## src/rtl/cnn_pkg.sv

```systemverilog
// Shared index and width helpers for the convolution window path.
// Window element (r, c) sits at bit offset win_idx(n, r, c) * bit_size.
package cnn_pkg;

  function automatic int win_idx(input int n, input int r, input int c);
    return r * n + c;
  endfunction

  function automatic int win_bits(input int n, input int bit_size);
    return bit_size * n * n;
  endfunction

  function automatic int cnt_bits(input int depth);
    return (depth > 1) ? $clog2(depth) : 1;
  endfunction

endpackage

```

## src/rtl/window_gen_nxn_line_buffer.sv

```systemverilog
// One image row of history: read-before-write at the shared column pointer.
// Contents are deliberately not reset; stale data never reaches a valid window.
module line_buffer
  import cnn_pkg::*;
#(
  parameter int Width   = 28,
  parameter int BitSize = 2
) (
  input  logic                       clk,
  input  logic                       shift_en,
  input  logic [cnt_bits(Width)-1:0] ptr,
  input  logic [BitSize-1:0]         wr_data,
  output logic [BitSize-1:0]         rd_data
);

  logic [BitSize-1:0] mem_q [Width];

  assign rd_data = mem_q[ptr];

  always_ff @(posedge clk) begin
    if (shift_en) begin
      mem_q[ptr] <= wr_data;
    end
  end

endmodule

```

## src/rtl/window_gen_nxn.sv

```systemverilog
// Raster-order pixel stream in, every valid NxN window out (stride 1, no padding).
// One output register; in_ready drops only while a presented window is stalled.
module window_gen_nxn
  import cnn_pkg::*;
#(
  parameter int N           = 3,
  parameter int BitSize     = 2,
  parameter int ImageWidth  = 28,
  parameter int ImageHeight = 28
) (
  input  logic                             clk,
  input  logic                             res_n,
  input  logic                             in_valid,
  input  logic [BitSize-1:0]               in_data,
  output logic                             in_ready,
  output logic                             out_valid,
  input  logic                             out_ready,
  output logic [win_bits(N, BitSize)-1:0]  out_data,
  output logic                             frame_done
);

  localparam int WinW = win_bits(N, BitSize);
  localparam int ColW = cnt_bits(ImageWidth);
  localparam int RowW = cnt_bits(ImageHeight);
  localparam logic [ColW-1:0] ColLast  = ColW'(ImageWidth - 1);
  localparam logic [ColW-1:0] ColFirst = ColW'(N - 1);
  localparam logic [RowW-1:0] RowLast  = RowW'(ImageHeight - 1);
  localparam logic [RowW-1:0] RowFirst = RowW'(N - 1);

  logic [ColW-1:0]    col_q, col_d;
  logic [RowW-1:0]    row_q, row_d;
  logic [WinW-1:0]    win_q, win_d;
  logic               out_valid_q, out_valid_d;
  logic               frame_done_q, frame_done_d;
  logic               accept;
  logic [BitSize-1:0] lb_rd   [N-1];
  logic [BitSize-1:0] lb_wr   [N-1];
  logic [BitSize-1:0] new_col [N];

  assign in_ready   = !out_valid_q || out_ready;
  assign accept     = in_valid && in_ready;
  assign out_valid  = out_valid_q;
  assign out_data   = win_q;
  assign frame_done = frame_done_q;

  // Buffer 0 holds the row just above the incoming pixel; higher buffers are older rows.
  for (genvar k = 0; k < N - 1; k++) begin : g_lb
    if (k == 0) begin : g_head
      assign lb_wr[k] = in_data;
    end else begin : g_tail
      assign lb_wr[k] = lb_rd[k-1];
    end

    line_buffer #(
      .Width   (ImageWidth),
      .BitSize (BitSize)
    ) u_line_buffer (
      .clk      (clk),
      .shift_en (accept),
      .ptr      (col_q),
      .wr_data  (lb_wr[k]),
      .rd_data  (lb_rd[k])
    );

    assign new_col[N-2-k] = lb_rd[k];
  end
  assign new_col[N-1] = in_data;

  always_comb begin
    col_d        = col_q;
    row_d        = row_q;
    win_d        = win_q;
    out_valid_d  = out_valid_q;
    frame_done_d = frame_done_q;
    if (accept) begin
      for (int r = 0; r < N; r++) begin
        for (int c = 0; c < N - 1; c++) begin
          win_d[win_idx(N, r, c)*BitSize +: BitSize] = win_q[win_idx(N, r, c + 1)*BitSize +: BitSize];
        end
        win_d[win_idx(N, r, N - 1)*BitSize +: BitSize] = new_col[r];
      end
      // Columns left over from the previous row are flushed by the col qualifier.
      out_valid_d  = (row_q >= RowFirst) && (col_q >= ColFirst);
      frame_done_d = out_valid_d && (row_q == RowLast) && (col_q == ColLast);
      if (col_q == ColLast) begin
        col_d = '0;
        row_d = (row_q == RowLast) ? '0 : row_q + RowW'(1);
      end else begin
        col_d = col_q + ColW'(1);
      end
    end else if (out_ready) begin
      out_valid_d  = 1'b0;
      frame_done_d = 1'b0;
    end
  end

  always_ff @(posedge clk) begin
    if (!res_n) begin
      col_q        <= '0;
      row_q        <= '0;
      win_q        <= '0;
      out_valid_q  <= 1'b0;
      frame_done_q <= 1'b0;
    end else begin
      col_q        <= col_d;
      row_q        <= row_d;
      win_q        <= win_d;
      out_valid_q  <= out_valid_d;
      frame_done_q <= frame_done_d;
    end
  end

endmodule

```

## config.mk

```make
export PLATFORM = sky130hd
export DESIGN_NAME = window_gen_nxn
export DESIGN_NICKNAME = d
export VERILOG_FILES = /design/src/rtl/cnn_pkg.sv /design/src/rtl/window_gen_nxn_line_buffer.sv /design/src/rtl/window_gen_nxn.sv
export SDC_FILE = /design/constraint.sdc
export NUM_CORES = 1
export LEC_CHECK = 0
export BUFFER_PORTS_ARGS = -buffer_cell sky130_fd_sc_hd__buf_4
export CAP_MARGIN = 10
export CORE_ASPECT_RATIO = 1.4
export CORE_MARGIN = 1.5
export CORE_UTILIZATION = 65
export CTS_CLUSTER_SIZE = 28
export DETAILED_ROUTE_END_ITERATION = 7
export GPL_ROUTABILITY_DRIVEN = 1
export GPL_TIMING_DRIVEN = 0
export PLACE_DENSITY = 0.84
export SYNTH_ARGS = -nofsm -noshare
export SYNTH_HDL_FRONTEND = slang
export SYNTH_HIERARCHICAL = 1
export SYNTH_SLANG_ARGS = --single-unit
```

## constraint.sdc

```tcl
create_clock -name clk -period 7 [get_ports clk]
set_clock_uncertainty 0.2 [all_clocks]
set_input_delay 1.4 -clock clk [delete_from_list [all_inputs] [get_ports clk]]
set_output_delay 1.4 -clock clk [all_outputs]
set_load 0.1 [all_outputs]
```

==> metrics.txt, run 1 <==
GRT Residual Overflow 0; final core occ 77.06%; initial detailed-routing violation count 369; WL per Instance 21.18 um; DIE WIDTH 84.05 um; die footprint 0.009788 sq mm; postcts setup bufs 0; RSZ-0062 raised after global routing false; Final #Nets 482; syn_area_per_cell 14.00 sq um; Slowest-stage cell, CP buf_1; ys async rst share 0%; grt met1 use 30.70%; pre-CTS WS 2925 ps; Clk pin slew, worst setup/hold paths 60 ps; Int Pwr 1.532 mW; Overall Global Routing Usage 27.30%; Final HPWL DP 7684 um; CP Buf/Inv Count 4; vias post-DR 3,808; Non-Filler Instances 592; syn_nets 437; WS Path Type in -> reg; Stages on worst setup path 8; EDFF count, synth 112; share of layout cells above drive strength 1 20.41%; Max-Cap Viols 0; initial antenna violation count 0; Critical Path Fanout Max 17; PostCTS Resize Cnt 0; Final Hold Fails 0; slack of the critical path 3213 ps; DRT Pass-1 Iters 6; max_slew headroom 25.46%; depth of the most critical reg-to-reg path 4; largest net degree at the start of global routing 30; Starting Density 66.58%; CP arrival 3700 ps; GRT met2 Usage 48.53%; # fillers 473; Clk pwr share 46.3%; Num Clock Sinks 142; Worst Tran Pin Value 1115 ps; TNS Setup 0 ps; Worst Hold Depth 2; #FFs+latches synth 142; switching share of power 22.87%; critical-path cell list buf_4 -> nand2b_1 -> nand2_1 -> inv_1 -> buf_1 -> or3b_2 -> clkbuf_1 -> nor2_1; Leak 2.300 nW; fmax 264.1 MHz; CTS buffer count 17; Row Count 41; CP delay by family, top buffers and inverters; Seq pwr share 47.1%; crit end category flop; VDD IR max 0.0002090 V; fin. max-slew vios 0; Die Y-Extent 116.5 um; CP required 6910 ps; Primary FF master, synth edfxtp_1; final setup violating endpoints 0; I/O Buffers 26; drt drc 0; Yosys warnings 6; Post-Place Cells 560; first-pass GRT wire length 19,530 um; vias per inst 6.432; RePlAce Congestion 0.8293; sw power 0.4542 mW; # hold bufs at CTS 0; GRT met3 Usage 6.926%; final period utilization 54.10%; dominant cells by area after synthesis edfxtp_1 (56%), dfxtp_1 (10%), mux4_2 (8.3%), nor2_1 (4.0%), nand2_1 (3.5%); vias in the first global route 3,837; CTS H-Tree Depth 4; Synth area leader edfxtp_1; Final min period 3787 ps; combinational share of power 6.7%; antenna cells 0; worst-skew pair later-pin latency 420 ps; post-route ant nets 0; TritonCTS clock tree yes; Clock Path Buffers 2; I/O Pins 27; Post-Syn Instances 427; core area 0.008977 sq mm; Min-Delay Path Class reg -> reg; Netlist cell types 39; pwr/cell area 287.1 mW/mm^2; Critical Path Max Stage Delay 660 ps; grt peak-use layer met2; share of the synthesized area in the top cell type 56.27%; Final Routed Wirelength 12,540 um; sequential fraction of the synthesis area 66.32%; status finished clean; CP Launch Type input port; Layout Area Growth over Synthesis 15.74%; CTS root buf clkbuf_16; synthesized cell area 0.005977 sq mm
-- power groups by stage --
stage	registers, mW	logic [mW]	clock network [mW]
6_report	0.935	0.132	0.919
2_1_floorplan	0.981	0.0636	0
3_3_place_gp	0.952	0.128	0
4_1_cts	0.935	0.133	0.927
3_5_place_dp	0.952	0.131	0
5_1_grt	0.935	0.140	0.964
-- cell families (layout without fill, tap and decap cells) --
logic type               after synthesis  count (layout)  share of synthesized area (%)
AND/OR/NAND/NOR                      172             172                          13.63
adder cells (fa/ha/maj)                4               4                         0.8374
flip-flops                           142             142                          66.32
AO/OA/AOI/OAI                         47              47                          5.422
buffers and inverters                 32              90                          2.533
multiplexers                          30              30                          11.26
-- cells in the final DEF, fill, tap and decap left out, types with 2 or more instances in the layout --
cell / Yosys / routed
a21oi_1: 25 / 25
a221oi_2: 4 / 4
a22o_1: 4 / 4
a32oi_1: 4 / 4
and2_1: 2 / 2
and3b_1: 2 / 2
buf_1: 3 / 3
buf_2: 7 / 7
buf_4: 0 / 26
buf_6: 3 / 3
bufinv_16: 0 / 3
clkbuf_1: 13 / 13
clkbuf_16: 0 / 17
clkinv_4: 0 / 3
clkinvlp_4: 0 / 4
dfxtp_1: 30 / 30
edfxtp_1: 112 / 112
ha_1: 4 / 4
inv_1: 6 / 6
inv_6: 0 / 4
mux2i_1: 2 / 2
mux4_1: 6 / 6
mux4_2: 22 / 22
nand2_1: 55 / 55
nand2b_1: 3 / 3
nand3_1: 10 / 10
nand3b_1: 10 / 10
nor2_1: 63 / 63
nor2b_1: 5 / 5
nor3_1: 2 / 2
nor3b_1: 5 / 5
o21ai_0: 5 / 5
or3_1: 4 / 4
or3b_2: 2 / 2
or4_1: 4 / 4
-- worst reg2reg max path: cells and delay by family (launching register included) --
kind | cells | cell delay (ps)
flip-flops | 1 | 510
AO/OA/AOI/OAI | 1 | 330
buffers and inverters | 1 | 350
AND/OR/NAND/NOR | 1 | 830
multiplexers | 1 | 550
-- registers in the layout, indices dropped and copies added (netlist names) --
register,count
col_q,5
frame_done,1
g_lb.u_line_buffer/mem_q,112
out_data,18
out_valid,1
row_q,5
-- synthesized netlist by cell type, types with 2 or more instances --
| cell | count |
|---|---|
| mux4_1 | 6 |
| nor3b_1 | 5 |
| mux2i_1 | 2 |
| dfxtp_1 | 30 |
| clkbuf_1 | 13 |
| and2_1 | 2 |
| a22o_1 | 4 |
| or3_1 | 4 |
| a32oi_1 | 4 |
| a21oi_1 | 25 |
| a221oi_2 | 4 |
| nor2b_1 | 5 |
| and3b_1 | 2 |
| or3b_2 | 2 |
| nor3_1 | 2 |
| nand2_1 | 55 |
| ha_1 | 4 |
| o21ai_0 | 5 |
| buf_2 | 7 |
| nand2b_1 | 3 |
| nor2_1 | 63 |
| inv_1 | 6 |
| buf_1 | 3 |
| nand3_1 | 10 |
| edfxtp_1 | 112 |
| nand3b_1 | 10 |
| buf_6 | 3 |
| mux4_2 | 22 |
| or4_1 | 4 |
-- per-stage QoR --
step | instance area, sq um | hold slack, ps | total power, mW
after global routing | 6918 | 276.0 | 2.040
after floorplan | 5977 | 266.7 | 1.045
after detailed placement | 6306 | 249.4 | 1.083
after CTS | 6918 | 257.7 | 1.995
final | 6918 | 255.3 | 1.986
after global placement | 6306 | 244.0 | 1.079
-- path summary, 6_finish.rpt --
path                                   from                                  to  slack, ps
worst max register to register     col_q[1]   g_lb[1].u_line_buffer/mem_q[4][1]       3630
worst max-delay path              out_ready  g_lb[0].u_line_buffer/mem_q[12][0]       3210
worst min-delay path            out_data[0]                         out_data[0]        260
worst min register to register  out_data[0]                         out_data[0]        260
-- layout make-up --
class	instances	area [sq um]	share of cell area, %
Multi-Input combinational cell	253	1862	26.91
Clock buffer	17	425.4	6.149
Buffer	26	128.9	1.863
Tap cell	107	133.9	1.935
Inverter	6	22.52	0.3256
Sequential cell	142	3964	57.30
Clock inverter	15	186.4	2.695
Timing Repair Buffer	26	195.2	2.821
-- per-layer routing --
metal	share of wire [%]	wire length, um
met4	2.6	324
met5	0	0
met3	5.1	637
met2	56	6968
met1	37	4610
Power figures use the tool's default switching activity.
==> inputs of run 2 (changes only) <==
- CORE_UTILIZATION: 65 -> 55
- PLACE_DENSITY: 0.84 -> 0.75
- clock period: 7 -> 3.1 ns (I/O delays scaled with it)
==> run 2 against run 1 <==
Die area is 18% higher; non-clock buffer count stayed put; sequential cell count unchanged; critical path depth decreased by 3; final cell count grew 5.2%; first-iteration DRC count is 22% lower; worst hold slack worse by 0.72 ps; cell area is 1.4% higher; register-to-register slack worse by 3400 ps; wire length fell by 7.4%; count of clock-buffer cells in the layout is 2 higher; critical endpoint is now g_lb[1].u_line_buffer/mem_q[17][1]; highest routed layer unchanged.
==> metrics.txt, run 2 (synthesis gave the netlist of run 1 again) <==
Min-Delay Path Class reg -> reg; reg2reg setup slack 200 ps; Worst Hold Depth 2; share of layout cells above drive strength 1 20.82%; depth of the most critical reg-to-reg path 5; Clk pin slew, worst setup/hold paths 60 ps; status finished clean; WL per Instance 18.63 um; drt drc 0; core area 0.01046 sq mm; largest reg by FF count g_lb.u_line_buffer/mem_q; Die Y-Extent 126.3 um; CTS buffer count 17; final hold slack 254.5 ps; Critical Path Fanout Max 29; RSZ-0062 raised after global routing false; fmax 344.3 MHz; initial detailed-routing violation count 286; Final Hold Fails 0; Leak 2.333 nW; Max-Cap Viols 0; DIE WIDTH 91.11 um; Final min period 2905 ps; RePlAce Congestion 0.7699; Clock Path Buffers 2; Overall Global Routing Usage 21.44%; I/O Pins 27; GRT Residual Overflow 0; Row Count 44; vias per inst 5.846; crit end category flop; CP required 2860 ps; Critical Path Max Stage Delay 610 ps; initial antenna violation count 0; DRT Pass-1 Iters 5; Final #Nets 482; final setup violating endpoints 0; r2r endpoint g_lb[1].u_line_buffer/mem_q[17][1]; largest net degree at the start of global routing 30; CP Buf/Inv Count 1; vias in the first global route 3,746; Starting Density 57.14%; slack of the critical path 195.2 ps; Worst Tran Pin Value 796.1 ps; CP arrival 2670 ps; antenna cells 0; Final Routed Wirelength 11,610 um; pwr/cell area 657.8 mW/mm^2; most common cell after layout, fill and taps aside edfxtp_1; WS Path Type reg -> reg; Final HPWL DP 7573 um; CTS root buf clkbuf_16; die footprint 0.01151 sq mm; CP Launch Type flop; pre-CTS WS -166.5 ps; hold path start out_data[12]; post-route ant nets 0; TritonCTS clock tree yes; Layout Area Growth over Synthesis 17.40%; commonest cells after routing, fill and taps aside edfxtp_1 (112), nor2_1 (63), nand2_1 (55), dfxtp_1 (30), buf_4 (26); critical-path cell list buf_6 -> mux4_1 -> a22o_1 -> a221oi_2 -> nand3_2; VDD IR max 0.0004026 V; worst-skew pair later-pin latency 410 ps; CTS H-Tree Depth 4; max_slew headroom 46.92%; Slowest-stage cell, CP mux4_1; CP delay by family, top multiplexers; final period utilization 93.70%; R2R Path Start col_q[0]; vias post-DR 3,642; first-pass GRT wire length 18,590 um; I/O Buffers 26; Num Clock Sinks 142; number of flip-flops in the largest register 112; end of the worst hold path out_data[12]; # fillers 745; fin. max-slew vios 0
run 2: how the worst max path moves through the flow:
stage	slack [ps]	cells past startpoint	start	endpoint
after global routing	10	7	col_q[0]	out_data[11]
final	200	5	col_q[0]	g_lb[1].u_line_buffer/mem_q[17][1]
after global placement	-120	5	col_q[0]	g_lb[1].u_line_buffer/mem_q[5][1]
after CTS	150	7	col_q[0]	out_data[11]
after floorplan	20	7	out_valid	g_lb[0].u_line_buffer/mem_q[4][0]
after detailed placement	-170	7	col_q[0]	out_data[11]
run 2: repair_timing:
item / CTS / global route
hold buffers: 0 / 0
setup endpoints to repair: 58 / 0
buffers inserted: 0 / 0
gates resized for setup: 2 / 0
run 2: layer usage:
layer	part of all wire, %	vias to the layer above	track usage, %
li1	-	1701	-
met1	37	1798	24.18
met2	55	117	37.97
met3	4.8	26	4.916
met4	2.8	0	10.66
met5	0	-	0
run 2: cell type report:
| cell class | count | area [sq um] | share of cell area [%] |
|---|---|---|---|
| inverters | 6 | 22.52 | 0.3210 |
| flip-flops and latches | 142 | 3964 | 56.49 |
| repair buffers | 26 | 195.2 | 2.782 |
| plain buffers | 26 | 128.9 | 1.837 |
| well taps | 138 | 172.7 | 2.461 |
| clock buffers | 19 | 442.9 | 6.312 |
| multi-input cells | 253 | 1879 | 26.78 |
| clock inverters | 13 | 211.5 | 3.014 |
run 2: metrics by stage:
step | power (mW) | cells | setup TNS, ps | utilization, % | instance area [sq um]
floorplan | 2.360 | 427 | 0 | - | 5984
global route | 4.738 | 623 | 0 | 67.08 | 7017
global placement | 2.442 | 591 | -5592 | 60.73 | 6352
CTS | 4.650 | 623 | 0 | 67.08 | 7017
finish | 4.616 | 623 | 0 | 67.08 | 7017
detailed placement | 2.448 | 591 | -9929 | 60.73 | 6352
run 2: worst min-delay path: cells and delay by family, from the launching register on:
kind	cells	cell delay, ps
DFF	1	310
and+or+nand+nor	1	50
AOI/OAI and AO/OA	1	50
run 2: where the power goes:
part,internal [mW],total [mW],switching [mW]
sequential,2.09,2.11,0.0150
combinational,0.0895,0.298,0.209
clock,1.45,2.21,0.755
total,3.64,4.62,0.978
